## src/rtl/lab2_add_pkg.sv

```systemverilog
// Shared definitions for the bit-serial adder.
//   state_e        : controller state (IDLE, RUN, DONE), 2-bit encoding
//   DEFAULT_WIDTH  : default operand/sum width
package lab2_add_pkg;

    typedef enum logic [1:0] {
        IDLE = 2'd0,
        RUN  = 2'd1,
        DONE = 2'd2
    } state_e;

    localparam int DEFAULT_WIDTH = 4;

endpackage

```

## src/rtl/lab2_full_adder.sv

```systemverilog
// One-bit full adder cell, purely combinational.
//   a, b  : input bits
//   ci    : carry in
//   s     : sum bit
//   co    : carry out (majority of a, b, ci)
module lab2_full_adder (
    input  logic a,
    input  logic b,
    input  logic ci,
    output logic s,
    output logic co
);

    assign s  = a ^ b ^ ci;
    assign co = (a & b) | (a & ci) | (b & ci);

endmodule

```

## src/rtl/lab2_serial_4_bit_add.sv

```systemverilog
// Bit-serial adder: S = x + y + Cin, one bit per clock, LSB first, using a
// single full-adder cell and a carry flip-flop.
//   clk, rst   : rising-edge clock, asynchronous active-high reset
//   start      : request, sampled only in IDLE or DONE
//   x, y, Cin  : operands, captured on the accepting edge
//   S, Cout    : registered result of the last completed operation
//   busy       : high in RUN (WIDTH cycles per operation)
//   done       : high for the single DONE cycle
//   dbg_state  : current controller state, for observation only
//
// Handshake: start is accepted on a rising edge while the block is in IDLE
// or DONE; it is ignored in RUN. done marks the one cycle in which a freshly
// updated S/Cout is first visible; holding start high through DONE chains
// the next operation with no idle cycle in between.
module lab2_serial_4_bit_add
    import lab2_add_pkg::*;
#(
    parameter  int WIDTH = DEFAULT_WIDTH,
    localparam int CW    = $clog2(WIDTH + 1)
) (
    input  logic             clk,
    input  logic             rst,
    input  logic             start,
    input  logic [WIDTH-1:0] x,
    input  logic [WIDTH-1:0] y,
    input  logic             Cin,
    output logic [WIDTH-1:0] S,
    output logic             Cout,
    output logic             busy,
    output logic             done,
    output logic [1:0]       dbg_state
);

    state_e           state_q, state_d;
    logic [WIDTH-1:0] xs_q, xs_d;
    logic [WIDTH-1:0] ys_q, ys_d;
    logic [WIDTH-1:0] acc_q, acc_d;
    logic [WIDTH-1:0] s_q, s_d;
    logic             c_q, c_d;
    logic             cout_q, cout_d;
    logic [CW-1:0]    cnt_q, cnt_d;

    logic             fa_s;
    logic             fa_co;

    lab2_full_adder u_fa (
        .a  (xs_q[0]),
        .b  (ys_q[0]),
        .ci (c_q),
        .s  (fa_s),
        .co (fa_co)
    );

    always_ff @(posedge clk or posedge rst) begin
        if (rst) begin
            state_q <= IDLE;
            xs_q    <= '0;
            ys_q    <= '0;
            acc_q   <= '0;
            s_q     <= '0;
            c_q     <= 1'b0;
            cout_q  <= 1'b0;
            cnt_q   <= '0;
        end else begin
            state_q <= state_d;
            xs_q    <= xs_d;
            ys_q    <= ys_d;
            acc_q   <= acc_d;
            s_q     <= s_d;
            c_q     <= c_d;
            cout_q  <= cout_d;
            cnt_q   <= cnt_d;
        end
    end

    always_comb begin
        state_d = state_q;
        xs_d    = xs_q;
        ys_d    = ys_q;
        acc_d   = acc_q;
        s_d     = s_q;
        c_d     = c_q;
        cout_d  = cout_q;
        cnt_d   = cnt_q;

        case (state_q)
            IDLE, DONE: begin
                if (start) begin
                    xs_d    = x;
                    ys_d    = y;
                    c_d     = Cin;
                    cnt_d   = '0;
                    state_d = RUN;
                end else begin
                    state_d = IDLE;
                end
            end
            RUN: begin
                xs_d  = xs_q >> 1;
                ys_d  = ys_q >> 1;
                c_d   = fa_co;
                // Sum bits enter at the MSB so that after WIDTH shifts the
                // first (LSB) bit has arrived at position 0.
                acc_d = {fa_s, acc_q[WIDTH-1:1]};
                cnt_d = cnt_q + CW'(1);
                if (cnt_q == CW'(WIDTH - 1)) begin
                    // Publish including the final bit, bypassing acc_q so S
                    // only ever shows complete results.
                    s_d     = {fa_s, acc_q[WIDTH-1:1]};
                    cout_d  = fa_co;
                    state_d = DONE;
                end
            end
            default: state_d = IDLE;
        endcase
    end

    assign S         = s_q;
    assign Cout      = cout_q;
    assign busy      = (state_q == RUN);
    assign done      = (state_q == DONE);
    assign dbg_state = state_q;

endmodule

```

## config.mk

```make
export PLATFORM = sky130hd
export DESIGN_NAME = lab2_serial_4_bit_add
export DESIGN_NICKNAME = d
export VERILOG_FILES = /design/src/rtl/lab2_add_pkg.sv /design/src/rtl/lab2_full_adder.sv /design/src/rtl/lab2_serial_4_bit_add.sv
export SDC_FILE = /design/constraint.sdc
export NUM_CORES = 1
export LEC_CHECK = 0
export ABC_CLOCK_PERIOD_IN_PS = 2320
export CAP_MARGIN = 20
export CORE_AREA = 4 4 55 47
export DETAILED_ROUTE_END_ITERATION = 8
export DIE_AREA = 0 0 59 51
export GPL_ROUTABILITY_DRIVEN = 1
export GPL_TIMING_DRIVEN = 0
export HOLD_SLACK_MARGIN = 0.02
export PLACE_DENSITY = 0.78
export SLEW_MARGIN = 20
export SYNTH_ARGS = -nofsm -noshare
export SYNTH_HDL_FRONTEND = slang
export SYNTH_SLANG_ARGS = --single-unit
export TNS_END_PERCENT = 1
```

## constraint.sdc

```tcl
create_clock -name clk -period 2.32 [get_ports clk]
set_input_delay 0.58 -clock clk [delete_from_list [all_inputs] [get_ports clk]]
set_output_delay 0.58 -clock clk [all_outputs]
set_load 0.005 [all_outputs]
```

# After elaboration in Yosys (flattened, before gate mapping)
# Cells that the tools add are included.
# Widths: inputs -> output; s select.
# op_classes
n_addsub	1
eq_ne	5
mux	11
n_bitwise	7
reduce_logical	5
# ops
cell	n
$pmux 4 s2	2
$mux 4	2
$pmux 3 s2	1
$pmux 2 s2	1
$reduce_and 2->1	2
$add 3x1->3 const B	1
$and 1x1->1	3
$eq 3x2->1 const B	1
$mux 3	1
$eq 2x1->1 const B	1
$eq 2x2->1 const B	1
$logic_not 2->1	1
$mux 1	2
$mux 2	1
$ne 2x1->1 const B	1
$ne 2x2->1 const B	1
$or 1x1->1	2
$pmux 1 s2	1
$reduce_bool 2->1	1
$reduce_or 2->1	1
$xor 1x1->1	2
# totals
ff_bits	23
in_bits	12
out_inout_bits	9
wordCells	37

# Logic depth before layout (Yosys ltp)
# Gate-level depths: netlist of the first run.
# logic_depth
word_depth	4
mapped_depth	6
ltp_nobuf	4

# By module
# From an unflattened synthesis of the first run, not the netlist that was laid out.
# hier_totals
hier_cells	92
area_unflattened_um2	1076.0
# modules_own_cells
module	n_inst	cells_per_inst	area_each_um2
lab2_serial_4_bit_add	1	91	1056.0
lab2_full_adder	1	1	20.0

# Least setup slack after synthesis of the first run
# Ideal clock, no wire load.
# synth_path
path_type	register -> output
startpoint	register state_q[1], in the netlist dbg_state[1]
endpoint	output port busy
t_arrival_ns	0.895
required_ns	1.740
slack_ns	0.845
stages_incl_launch_ff	5
path_buffers	2
cell_sequence	dfrtp_1 -> buf_6 -> nand2b_4 -> inv_4 -> buf_2
# synth_via
elab_chain_len	1
# synth_lines
item	line_no	source
start, declared	lab2_serial_4_bit_add.sv:34	state_e state_q, state_d;
start signal, assigned	lab2_serial_4_bit_add.sv:65	state_q <= state_d;
$eq 2x1->1	lab2_serial_4_bit_add.sv:120	assign busy = (state_q == RUN);
end, declared	lab2_serial_4_bit_add.sv:29	output logic busy,
# No other way between the ends.

# Worst setup path after layout of the first run
# Ends and elaborated chain as after synthesis.

==> flow_metrics.py, run 1 <==
metrics = {
    "clock_tree": {
        "max-clock-path-buffers": 2,
        "clock_sinks": 22,
        "root_buffer": "clkbuf_4",
        "cts_tree": "done",
        "clk_pin_slew_ns": 0.12,
        "numCtsBuffers": 3,
        "h-tree-depth": 1,
        "insertion_delay_ns": 0.30,
        "cts_hold_buf": 0,
    },
    "pwr": {
        "power_leakage_nw": 0.588,
        "irDropWorstVdd_mv": 0.972,
        "clockPowerShare": 0.122,
        "p_int_mw": 1.11,
        "swShare": 0.352,
        "p_switching_mw": 0.604,
        "pwr-share-seq": 0.402,
        "powerDensity_nw_per_um2": 1350,
        "combinationalPowerShare": 0.476,
    },
    "floorplanning": {
        "start_util": 0.493,
        "dieArea_um2": 3010,
        "ios": 21,
        "fp-row-count": 15,
        "die_w_um": 59,
        "core_um2": 2060,
        "die_h_um": 51,
    },
    "synthesis": {
        "syn-cell-area_um2": 1020,
        "syn_area_per_cell_um2": 11.4,
        "synth_cell_types": 24,
        "syn_inst": 89,
        "ys_ff_latch": 22,
        "yosysWarnings": 0,
        "syn_nets": 104,
        "seq_area_frac_synth": 0.541,
    },
    "grt": {
        "grt_max_degree": 23,
        "grt_first_pass_wirelength_um": 3390,
        "overflow": 0,
        "antenna_found_initial": 0,
        "grt_usage": 0.149,
        "grt_pass1_vias": 742,
    },
    "routing": {
        "wl_um": 1900,
        "highest_layer": "met3",
        "met1Wirelength_um": 853,
        "ant_nets": 0,
        "routed-wl-met3_um": 104,
        "wl_per_cell_um": 13.9,
        "met2_length_um": 939,
        "drtIter0Drc": 24,
        "via_count": 711,
        "routed_via_density": 5.23,
        "drt_pre_antenna_iters": 4,
        "remaining_drc_errors": 0,
    },
    "worst_hold_path": {
        "hp-class": "flip-flop to flip-flop",
    },
    "worst_setup_path": {
        "worstPathCellList": "buf_6 -> nand2b_4 -> inv_6 -> clkdlybuf4s50_1",
        "slowest_stage": "clkdlybuf4s50_1",
        "max_stage_delay_ns": 0.51,
        "cp_data_arrival_time_ns": 1.63,
        "startpoint_type": "flip-flop",
        "crit_type": "flip-flop to output pin",
        "cp.required_ns": 1.74,
        "critPathTopFamily": "buffers and inverters",
        "path_buf_inv": 3,
        "endpoint_kind": "output pin",
        "crit_fanout": 12,
    },
    "timing": {
        "setup_viol_count_final": 0,
        "worst_slew_pin_slew_ns": 0.826,
        "fin_setup_tns_ns": 0,
        "rsz0062_at_grt": "no",
        "clock.fmax_mhz": 452,
        "drv_slew": 0,
        "min_period_ns": 2.21,
        "timing.hold.ws_ns": 0.500,
        "finalHoldViolCount": 0,
        "relSlewSlack": 0.449,
        "fin_crit_sh": 0.953,
        "skew_ns": 0.00264,
    },
    "cells_and_area": {
        "drive_gt1_frac": 0.162,
        "final_common_cell": "dfrtp_1",
        "most-common-layout-cells": "22 x dfrtp_1, 19 x clkdlybuf4s50_1, 9 x nand2_1",
        "area_growth_pct": 25.1,
        "antenna_cells": 0,
        "final_nets": 127,
        "post-route-util": 0.617,
    },
    "outcome": {
        "outcome": "finished, final reports clean",
    },
    "placed_design": {
        "gp_congestion": 0.750,
        "port-buffer-count": 19,
        "post-dp-hpwl_um": 1390,
    },
    "run": {
        "drv_cap": 0,
    },
}
==> worst reg2reg max path: cells and delay by family, from the launching register on <==
kind	cells	cell delay [ns]
flops	1	0.41
simple gates	1	0.14
mux	1	0.32
fa+ha+maj	2	0.43
==> path summary, 6_finish.rpt <==
kind | endpoint | slack [ns] | cells after the start | from
min reg2reg | acc_q[1] | 0.50 | 2 | acc_q[1]
min in group asynchronous | dbg_state[1] | 0.72 | 2 | rst
max in group asynchronous | cnt_q[2] | 1.09 | 2 | rst
min | acc_q[1] | 0.50 | 2 | acc_q[1]
max reg2reg | S[0] | 0.93 | 4 | cnt_q[0]
max | busy | 0.11 | 4 | dbg_state[1]
==> cells by family after synthesis <==
| kind of cell | count (synthesis) | synth area share |
|---|---|---|
| AOI/OAI and AO/OA | 15 | 0.0958 |
| and+or+nand+nor | 30 | 0.151 |
| muxes | 9 | 0.113 |
| adders and majority gates | 3 | 0.0442 |
| buffers and inverters | 10 | 0.0553 |
| DFF | 22 | 0.541 |
==> metrics by stage <==
step / cells / total power, mW / worst slack, ns / instance area (um2)
6_report: 136 / 1.71 / 0.109 / 1270
5_1_grt: 136 / 1.87 / 0.00484 / 1270
4_1_cts: 136 / 1.73 / 0.0696 / 1270
3_5_place_dp: 133 / 1.52 / 0.276 / 1240
3_3_place_gp: 133 / 1.49 / 0.278 / 1240
2_1_floorplan: 89 / 1.24 / 0.845 / 1020
==> state kept, by name, indices dropped and copies added, names as in the netlist <==
signal	count
S	4
xs_q	4
ys_q	4
acc_q	3
cnt_q	3
dbg_state	2
Cout	1
c_q	1
==> per-layer routing <==
metal | GRT usage | up-vias
met5 | 0 | -
met4 | 0.0264 | 0
met3 | 0.0556 | 0
met2 | 0.248 | 17
met1 | 0.186 | 345
li1 | - | 349
==> power by group through the flow <==
stage / Sequential (mW) / Clock (mW) / Combinational, mW
floorplan: 0.676 / 0 / 0.567
detailed placement: 0.700 / 0 / 0.820
global placement: 0.688 / 0 / 0.797
CTS: 0.691 / 0.218 / 0.819
finish: 0.689 / 0.210 / 0.815
global route: 0.710 / 0.237 / 0.925
==> cell usage after synthesis (all sizes together) <==
| cell type | number | area share |
|---|---|---|
| dfrtp | 22 | 0.54 |
| nand2 | 10 | 0.044 |
| nor2 | 7 | 0.026 |
| mux2 | 5 | 0.074 |
| nor3 | 5 | 0.025 |
| o22ai | 5 | 0.031 |
| buf | 4 | 0.028 |
| inv | 4 | 0.017 |
| mux2i | 4 | 0.039 |
| nor2b | 4 | 0.025 |
| a22o | 3 | 0.026 |
| o21ai | 3 | 0.015 |
| a211oi | 2 | 0.015 |
| a21oi | 2 | 0.0098 |
| clkbuf | 2 | 0.0098 |
| ha | 2 | 0.025 |
| nand2b | 2 | 0.022 |
| nand3 | 2 | 0.0098 |
| fa | 1 | 0.020 |
==> final cells by class <==
type                       count  area, um2
fill                         187        791
tap                           25       31.3
multi-input combinational     57        412
sequential                    22        551
buffer                         5       33.8
clock buffer                   4       36.3
inverter                       4       20.0
timing repair buffer          19        190
==> what timing repair did <==
| action | in CTS | in global routing |
|---|---|---|
| buffers inserted | 0 | 0 |
| resized for setup | 0 | 1 |
| setup endpoints to repair | 1 | 1 |
Power figures use the tool's default switching activity.
==> run 2: changes to the inputs <==
ABC_CLOCK_PERIOD_IN_PS = 2150   (was 2320)
CORE_AREA = 4 4 56 48   (was 4 4 55 47)
DIE_AREA = 0 0 60 52   (was 0 0 59 51)
PLACE_DENSITY = 0.75   (was 0.78)
SLEW_MARGIN = 15   (was 20)
clock period = 2.15 ns   (was 2.32 ns; I/O delays follow)
==> run 2 against run 1 <==
Compared with the run above: count of clock-buffer cells in the layout is the same; global-route usage fell by 1.1 points; critical endpoint is now done; cell area grew 1.7%; worst hold slack barely moved; utilization is 0.090 points lower; total power increased by 9.6%; sequential share of layout area is 0.61 points lower; via count up 3.7%; combinational power grew 12%; clock power grew 8%; setup slack worse by 0.025 ns; die area increased by 3.7%.
==> flow_metrics.py, run 2 (same netlist as run 1, synthesis figures left out) <==
metrics = {
    "outcome": {
        "outcome": "finished, final reports clean",
    },
    "placed_design": {
        "post-dp-hpwl_um": 1380,
        "gp_congestion": 0.761,
        "port-buffer-count": 19,
        "dp_cells": 133,
        "placed_area_um2": 1240,
        "dp_slack_ns": 0.138,
    },
    "cells_and_area": {
        "most-common-layout-cells": "21 x dfrtp_1, 18 x clkdlybuf4s50_1, 9 x nand2_1",
        "area_growth_pct": 27.1,
        "finalInstanceArea_um2": 1290,
        "instances_no_fill": 138,
        "final_common_cell": "dfrtp_1",
        "antenna_cells": 0,
        "post-route-util": 0.616,
        "final_nets": 129,
        "drive_gt1_frac": 0.186,
    },
    "clock_tree": {
        "numCtsBuffers": 3,
        "insertion_delay_ns": 0.31,
        "clk_pin_slew_ns": 0.12,
        "cts_tree": "done",
        "root_buffer": "clkbuf_4",
        "h-tree-depth": 1,
        "max-clock-path-buffers": 2,
        "clock_sinks": 22,
    },
    "routing": {
        "remaining_drc_errors": 0,
        "wl_per_cell_um": 13.6,
        "drtIter0Drc": 5,
        "ant_nets": 0,
        "routed_via_density": 5.34,
        "wl_um": 1880,
        "via_count": 737,
        "drt_pre_antenna_iters": 4,
    },
    "run": {
        "drv_cap": 0,
    },
    "floorplanning": {
        "fp-row-count": 15,
        "start_util": 0.485,
        "dieArea_um2": 3120,
        "ios": 21,
        "die_h_um": 52,
        "die_w_um": 60,
        "core_um2": 2100,
    },
    "timing": {
        "drv_slew": 0,
        "finalHoldViolCount": 0,
        "setup_ws_ns": 0.0840,
        "clock.fmax_mhz": 484,
        "fin_crit_sh": 0.961,
        "min_period_ns": 2.07,
        "relSlewSlack": 0.449,
        "setup_viol_count_final": 0,
        "worst_slew_pin_slew_ns": 0.825,
        "skew_ns": 0.00587,
    },
    "worst_setup_path": {
        "endpoint_kind": "output pin",
        "rr_endpoint": "S[3]",
        "path_buf_inv": 2,
        "r2r_slack_ns": 0.69,
        "crit_type": "flip-flop to output pin",
        "cp_num_cells": 3,
        "worstPathCellList": "buf_4 -> nor2b_1 -> clkdlybuf4s50_1",
        "critPathTopFamily": "buffers and inverters",
        "cp.required_ns": 1.61,
        "critPathCapture": "done",
        "timing.rr.start": "dbg_state[1]",
        "crit_fanout": 10,
        "max_stage_delay_ns": 0.51,
        "slowest_stage": "clkdlybuf4s50_1",
        "startpoint": "dbg_state[0]",
        "r2r_cells": 6,
        "startpoint_type": "flip-flop",
        "cp_data_arrival_time_ns": 1.53,
    },
    "grt": {
        "grt_max_degree": 23,
        "use_met3": 0.0521,
        "grt_pass1_vias": 762,
        "met2_usage": 0.228,
        "busiest_layer": "met2",
        "grt_usage": 0.138,
        "grt.met1_usage": 0.179,
        "overflow": 0,
        "grt_first_pass_wirelength_um": 3250,
        "antenna_found_initial": 0,
    },
    "pwr": {
        "p_int_mw": 1.22,
        "power_leakage_nw": 0.606,
        "powerDensity_nw_per_um2": 1450,
        "p_total_mw": 1.88,
        "clockPowerShare": 0.121,
        "swShare": 0.349,
        "irDropWorstVdd_mv": 0.787,
        "combinationalPowerShare": 0.487,
        "p_switching_mw": 0.656,
        "pwr-share-seq": 0.392,
    },
    "worst_hold_path": {
        "hp-class": "flip-flop to flip-flop",
    },
}
[run 2: cell types whose count changed in the layout (fill, tap and decap cells not counted), sizes merged]
cell,previous run,this run
buf,3,5
dlymetal6s2s,0,1
clkdlybuf4s50,19,18
[run 2: final cells by class]
cell class                 instances  area (um2)
inverter                           4        22.5
buffer                             5        33.8
multi-input combinational         57         412
clock buffer                       4        36.3
timing repair buffer              21         208
sequential                        22         552
tap                               25        31.3
fill                             183         807
[run 2: what timing repair did]
action,4_1_cts,5_1_grt
hold buffers,0,0
gates cloned,0,0
setup buffers,1,1
resized for setup,2,2
endpoints found under the setup margin,1,2
pin swaps,0,0
[run 2: worst min path at each step]
| stage | slack, ns | end | start | depth (start not counted) |
|---|---|---|---|---|
| 2_1_floorplan | 0.45 | acc_q[1] | acc_q[1] | 2 |
| 3_3_place_gp | 0.46 | acc_q[1] | acc_q[1] | 2 |
| 3_5_place_dp | 0.47 | acc_q[1] | acc_q[1] | 2 |
| 4_1_cts | 0.50 | acc_q[1] | acc_q[1] | 2 |
| 5_1_grt | 0.54 | acc_q[1] | acc_q[1] | 2 |
| 6_report | 0.50 | acc_q[1] | acc_q[1] | 2 |
[run 2: worst register-to-register path: stages, from the launching register on]
cell,delay (ns)
dfrtp_1,0.41
buf_6,0.14
nand2b_4,0.17
inv_8,0.05
buf_4,0.17
nand2_4,0.11
mux2_4,0.31
[run 2: power by group through the flow]
stage	logic (mW)	registers, mW	clock network [mW]
3_3_place_gp	0.862	0.744	0
3_5_place_dp	0.888	0.755	0
5_1_grt	1.02	0.765	0.257
2_1_floorplan	0.612	0.729	0
6_report	0.916	0.737	0.227
4_1_cts	0.913	0.746	0.236
[run 2: per-stage QoR]
stage | TNS (ns) | hold WS [ns]
floorplan | 0 | 0.446
global placement | 0 | 0.460
detailed placement | 0 | 0.471
CTS | 0 | 0.500
global route | -0.000934 | 0.537
finish | 0 | 0.500
[run 2: per-layer routing]
layer / routed length (um) / vias up
li1: - / 350
met1: 849 / 368
met2: 911 / 17
met3: 102 / 2
met4: 11 / 0
met5: 0 / -
==> run 3: changes to the inputs <==
CAP_MARGIN = not set   (was 20)
==> results of run 3 <==
Same layout as run 2: the final DEF is identical, and so are final timing and power.
==> RTL edit 1: new RTL, flow settings as in run 2 <==
The package constant `DEFAULT_WIDTH` goes from 4 to 2.
--- a/src/rtl/lab2_add_pkg.sv
+++ b/src/rtl/lab2_add_pkg.sv
@@ -11,3 +11,3 @@
 
-    localparam int DEFAULT_WIDTH = 4;
+    localparam int DEFAULT_WIDTH = 2;
 
Ports: changed (resized S, x and y); port bits go from 21 to 15. No check against the original RTL was run, so the function may have changed too.
==> RTL edit 1 against run 2 <==
- worst setup slack got worse by 0.013 ns
- cell area shrank 34%
- via count fell by 42%
- die area is the same
- routed wire length decreased by 38%
- clock power down 34%
- clock skew fell by 0.0017 ns
- synthesized area down 36%
- total power shrank 31%
- sequential cell count is 9 lower
- hold slack gained 0.0094 ns
- critical path depth is 1 higher
- largest cell class unchanged
- largest power group unchanged
==> RTL edit 1: results (changes against run 2) <==
INFO  synthesis      yosysSeqAreaShare=0.503 [was 0.541]
INFO  pwr            power.static_leakage=0.405nW [was 0.606 nW]
INFO  clock_network  cts_resized=0 [was 2]
INFO  grt            antenna_violations_before_repair=0 [unchanged]
INFO  detailed_routing routed_via_density=4.57 [was 5.34]
INFO  synthesis      yosys.cell_types.count=20 [was 24]
INFO  layout         proportion_of_layout_cells_with_a_drive_suffix_above_1=0.279 [was 0.186]
INFO  clock_network  worst_setup_hold_path_clk_slew=0.08ns [was 0.12 ns]
INFO  layout         num-nets-final=79 [was 129]
INFO  placement      place_congestion=0.698 [was 0.761]
INFO  critical_path  worst-path-max-fanout=10 [unchanged]
INFO  grt            groute.usage.overall=0.0900 [was 0.138]
INFO  grt            grt_pass1_vias=439 [was 762]
INFO  hold_path      min_from=cnt_q[1] [was acc_q[1]]
INFO  clock_network  post-cts-setup-buffer-count=0 [was 1]
INFO  placement      pre_cts_ws=0.364ns [was 0.138 ns]
INFO  critical_path  reg2reg_from=c_q [was dbg_state[1]]
INFO  detailed_routing drt_iter0_markers=2 [was 5]
INFO  pwr            vdd_drop_max=0.576mV [was 0.787 mV]
INFO  synthesis      postSynth.topFlopCell=dfrtp_1 [unchanged]
INFO  synthesis      synth_xor_area_frac=0.0135 [was 0]
INFO  detailed_routing detail_route.first_pass.iterations=3 [was 4]
INFO  hold_path      hold_class=flip-flop to flip-flop [unchanged]
INFO  critical_path  critical_path.startpoint=dbg_state[0] [unchanged]
INFO  detailed_routing wire_per_inst=12.4um [was 13.6 um]
INFO  synthesis      synth.top_cells.by_count=13 x dfrtp_1, 4 x inv_1 [was 22 x dfrtp_1, 9 x nand2_1, 7 x nor2_1]
INFO  clock_network  number_of_cts_inserted_buffers=3 [unchanged]
INFO  synthesis      synth_compound_area_frac=0.137 [was 0.0958]
INFO  grt            grt_start_max_net_pins=14 [was 23]
INFO  critical_path  cpPeakStageDelay=0.50ns
INFO  synthesis      synth_nets=59 [was 104]
INFO  synthesis      synth.area.mux_share=0.118 [was 0.113]
INFO  run_status     outcome=completed [unchanged]
INFO  clock_network  cts_root_buf=clkbuf_4 [unchanged]
INFO  synthesis      synthAdderAreaFrac=0.0503 [was 0.0442]
INFO  critical_path  cp_slowest_cell=clkdlybuf4s50_1 [unchanged]
INFO  sta            finClkSkew=0.00417ns [was 0.00587 ns]
INFO  clock_network  cts_buffer_depth=2 [unchanged]
INFO  sta            timing_max_transition_violations_final=0 [unchanged]
INFO  placement      port-buffer-count=14 [was 19]
INFO  clock_network  worst_skew_pair.late_latency=0.28ns [was 0.31 ns]
INFO  synthesis      synth.top_cells.by_area=dfrtp_1 50%, mux2_4 7.0%, buf_6 5.2% [was dfrtp_1 54%, mux2_4 7.4%, mux2i_1 3.9%]
INFO  grt            grt_first_pass_wirelength=1990um [was 3250 um]
INFO  sta            worst_slew_pin_slew=0.495ns [was 0.825 ns]
==> RTL edit 1: cell count changes in the layout (fill, tap and decap cells not counted), moves of 3 or more <==
cell,change
nand2_1,-9
dfrtp_1,-8
nor3_1,-5
o22ai_1,-5
clkdlybuf4s50_1,-4
nor2_1,-4
a22o_2,+3
o21ai_0,-3
==> RTL edit 1: where the power goes <==
part           total (mW)  leakage, nW  internal [mW]  switching (mW)
Combinational       0.703        0.230          0.443           0.260
Clock               0.149       0.0150         0.0720          0.0772
Sequential          0.448        0.160          0.366          0.0821
==> RTL edit 1: area by class of cell <==
cell class / count / area, um2
multi-input combinational: 29 / 273
buffer: 3 / 33.8
inverter: 4 / 15.0
fill: 196 / 1250
clock buffer: 4 / 26.3
timing repair buffer: 15 / 148
tap: 25 / 31.3
sequential: 13 / 325
==> RTL edit 1: stage by stage <==
step / instance area, um2 / util / power [mW] / hold slack (ns) / instances
finish: 852 / 0.405 / 1.30 / 0.509 / 93
global route: 852 / 0.405 / 1.41 / 0.521 / 93
CTS: 845 / 0.402 / 1.30 / 0.509 / 92
detailed placement: 818 / 0.389 / 1.15 / 0.483 / 88
global placement: 818 / 0.389 / 1.12 / 0.486 / 88
floorplan: 647 / - / 0.925 / 0.414 / 49
==> RTL edit 1: worst paths after layout <==
kind                            end  slack, ns  depth (start not counted)
hold / removal             cnt_q[1]       0.51                          1
setup reg to reg                c_q       0.82                          3
min in group asynchronous  cnt_q[1]       0.58                          2
setup / recovery               busy       0.07                          4
max in group asynchronous      Cout       1.24                          2
hold reg to reg            cnt_q[1]       0.51                          1
==> RTL edit 1: kinds of logic after synthesis <==
family | after synthesis
buf+inv | 7
xor+xnor | 1
compound gates | 11
fa+ha+maj | 2
mux | 6
flops | 13
simple gates | 9
==> RTL edit 1: worst max-delay path: cells and delay by family (launching register included) <==
family / cells / cell delay [ns]
DFF: 1 / 0.36
buffers and inverters: 3 / 0.77
and+or+nand+nor: 1 / 0.14
==> RTL edit 1: layer usage <==
metal / part of all wire / global-route usage / vias up / routed length [um]
li1: - / - / 205 / -
met5: 0 / 0 / - / 0
met1: 0.45 / 0.105 / 208 / 517
met3: 0.068 / 0.0521 / 2 / 79
met2: 0.48 / 0.140 / 10 / 552
met4: 0.0043 / 0.0221 / 0 / 5
==> RTL edit 2: new RTL, flow settings as in run 2 <==
Made on the original files. Register the inputs `start`, `x`, `y` and `Cin` before use. The logic sees them one clock later.
--- a/src/rtl/lab2_serial_4_bit_add.sv
+++ b/src/rtl/lab2_serial_4_bit_add.sv
@@ -32,2 +32,14 @@
 );
+
+    logic start_q;
+    logic [WIDTH-1:0] x_q;
+    logic [WIDTH-1:0] y_q;
+    logic Cin_q;
+
+    always_ff @(posedge clk) begin
+        start_q <= start;
+        x_q     <= x;
+        y_q     <= y;
+        Cin_q   <= Cin;
+    end
 
@@ -87,6 +99,6 @@
             IDLE, DONE: begin
-                if (start) begin
-                    xs_d    = x;
-                    ys_d    = y;
-                    c_d     = Cin;
+                if (start_q) begin
+                    xs_d    = x_q;
+                    ys_d    = y_q;
+                    c_d     = Cin_q;
                     cnt_d   = '0;
Behaviour: not the same (Yosys sat finds a counterexample within 4 cycles, from zero or initial values and one cycle with rst high).
==> RTL edit 2 against run 2 <==
- first-iteration DRC count grew to 5.2 times the old value
- cell area is 17% higher
- routed wire length rose by 6.4%
- worst setup slack improved by 0.049 ns
- sequential cell count increased by 10
- synthesized area is 21% higher
- total power up 13%
- clock skew up 0.0096 ns
- largest power group is now registers
==> RTL edit 2: results (changes against run 2) <==
INFO  detailed_routing wire_per_inst=13.2um [was 13.6 um]
INFO  layout         proportion_of_layout_cells_with_a_drive_suffix_above_1=0.151 [was 0.186]
INFO  placement      pre_cts_ws=0.348ns [was 0.138 ns]
INFO  run_status     outcome=completed [unchanged]
INFO  placement      dp.final_hpwl=1480um [was 1380 um]
INFO  grt            grt_first_pass_wirelength=3390um [was 3250 um]
INFO  placement      place_congestion=0.729 [was 0.761]
INFO  synthesis      yosysSeqAreaShare=0.612 [was 0.541]
INFO  grt            met1_usage=0.174 [was 0.179]
INFO  synthesis      synth.top_cells.by_count=22 x dfrtp_1, 10 x dfxtp_1, 9 x nand2_1, 7 x a21oi_1, 7 x inv_1 [was 22 x dfrtp_1, 9 x nand2_1, 7 x nor2_1]
INFO  sta            finClkSkew=0.0155ns [was 0.00587 ns]
INFO  critical_path  timing.reg2reg.setup_slack=0.79ns [was 0.69 ns]
INFO  synthesis      synth.top_cells.by_area=dfrtp_1 45%, dfxtp_1 16%, mux2_4 6.1% [was dfrtp_1 54%, mux2_4 7.4%, mux2i_1 3.9%]
INFO  clock_network  cts_max_level=2 [was 1]
INFO  clock_network  cts_root_buf=clkbuf_4 [unchanged]
INFO  grt            grt_pass1_vias=777 [was 762]
INFO  synthesis      synthesis.yosys.warnings=0 [unchanged]
INFO  pwr            power.static_leakage=0.707nW [was 0.606 nW]
INFO  layout         num-nets-final=140 [was 129]
INFO  layout         antenna-diode-count=0 [unchanged]
INFO  clock_network  worst_skew_pair.late_latency=0.33ns [was 0.31 ns]
INFO  synthesis      synth_nets=113 [was 104]
INFO  pwr            vdd_drop_max=0.785mV [was 0.787 mV]
INFO  layout         number_of_fill_cells=157 [was 183]
INFO  grt            grt_start_max_net_pins=23 [unchanged]
INFO  clock_network  cts_resized=1 [was 2]
INFO  detailed_routing drt_iter0_markers=26 [was 5]
INFO  placement      port-buffer-count=20 [was 19]
INFO  grt            grtUsageMet3=0.0744 [was 0.0521]
INFO  sta            max-slew-margin-rel=0.445 [was 0.449]
INFO  critical_path  cp_data_arrival_time=1.48ns [was 1.53 ns]
INFO  clock_network  worst_setup_hold_path_clk_slew=0.10ns [was 0.12 ns]
INFO  synthesis      synth_async_sr_flop_share=0.688 [was 1.00]
INFO  grt            grt.met2_usage=0.245 [was 0.228]
INFO  sta            fmaxAchievable=496MHz [was 484 MHz]
INFO  hold_path      hold_class=flip-flop to flip-flop [unchanged]
INFO  synthesis      postSynth.topFlopCell=dfrtp_1 [unchanged]
INFO  detailed_routing detail_route.first_pass.iterations=4 [unchanged]
INFO  detailed_routing routed_via_density=5.21 [was 5.34]
INFO  clock_network  number_of_cts_inserted_buffers=5 [was 3]
INFO  clock_network  cts_buffer_depth=2 [unchanged]
INFO  clock_network  post-cts-setup-buffer-count=0 [was 1]
INFO  grt            groute.usage.overall=0.152 [was 0.138]
INFO  grt            antenna_violations_before_repair=0 [unchanged]
INFO  critical_path  worst-path-max-fanout=7 [was 10]
INFO  synthesis      yosys.cell_types.count=24 [unchanged]
==> RTL edit 2: cell count changes after synthesis, sizes merged, moves of 2 or more <==
cell	change
a21oi	+5
a22o	-2
dfxtp	+10
inv	+4
nor2	-7
nor3	-5
==> RTL edit 2: final timing paths <==
path | startpoint | to | depth (start not counted)
min reg2reg | acc_q[1] | acc_q[1] | 2
max | dbg_state[1] | done | 3
max reg2reg | cnt_q[0] | S[0] | 4
min in group asynchronous | rst | xs_q[3] | 2
min | acc_q[1] | acc_q[1] | 2
max in group asynchronous | rst | ys_q[2] | 2
==> RTL edit 2: layout make-up <==
class	instances	area [um2]	share of cell area
Inverter	8	35.0	0.0231
Buffer	5	32.5	0.0215
Multi-Input combinational cell	53	409	0.270
Tap cell	25	31.3	0.0206
Clock buffer	8	58.8	0.0388
Timing Repair Buffer	20	199	0.131
Sequential cell	32	751	0.495
==> RTL edit 2: cell families (layout without fill, tap and decap cells) <==
| kind of cell | after synthesis | count (layout) | synth area share |
|---|---|---|---|
| compound gates | 20 | 20 | 0.0979 |
| fa+ha+maj | 3 | 3 | 0.0367 |
| buf+inv | 13 | 41 | 0.0551 |
| flops | 32 | 32 | 0.612 |
| mux | 10 | 10 | 0.102 |
| simple gates | 20 | 20 | 0.0968 |
==> RTL edit 2: power by group <==
part,switching (mW),internal (mW)
registers,0.141,0.806
clock network,0.186,0.161
logic,0.372,0.464
==> RTL edit 2: worst max-delay path, stage by stage, from the launching register on <==
cell             delay, ns
dfrtp_1               0.38
buf_6                 0.14
nor2b_1               0.12
clkdlybuf4s50_1       0.50
==> RTL edit 2: per-stage QoR <==
stage	utilization	hold slack [ns]	power, mW	cell area [um2]	cells
3_3_place_gp	0.694	0.462	1.77	1460	143
3_5_place_dp	0.694	0.476	1.82	1460	143
2_1_floorplan	-	0.446	1.51	1230	98
5_1_grt	0.721	0.523	2.30	1520	151
4_1_cts	0.721	0.499	2.16	1520	151
6_report	0.721	0.491	2.13	1520	151
==> RTL edit 2: routing by layer <==
layer  routed length (um)  vias up
met5                    0        -
met4                    0        0
met3                  167        0
met2                  929       27
met1                  898      378
li1                     -      382
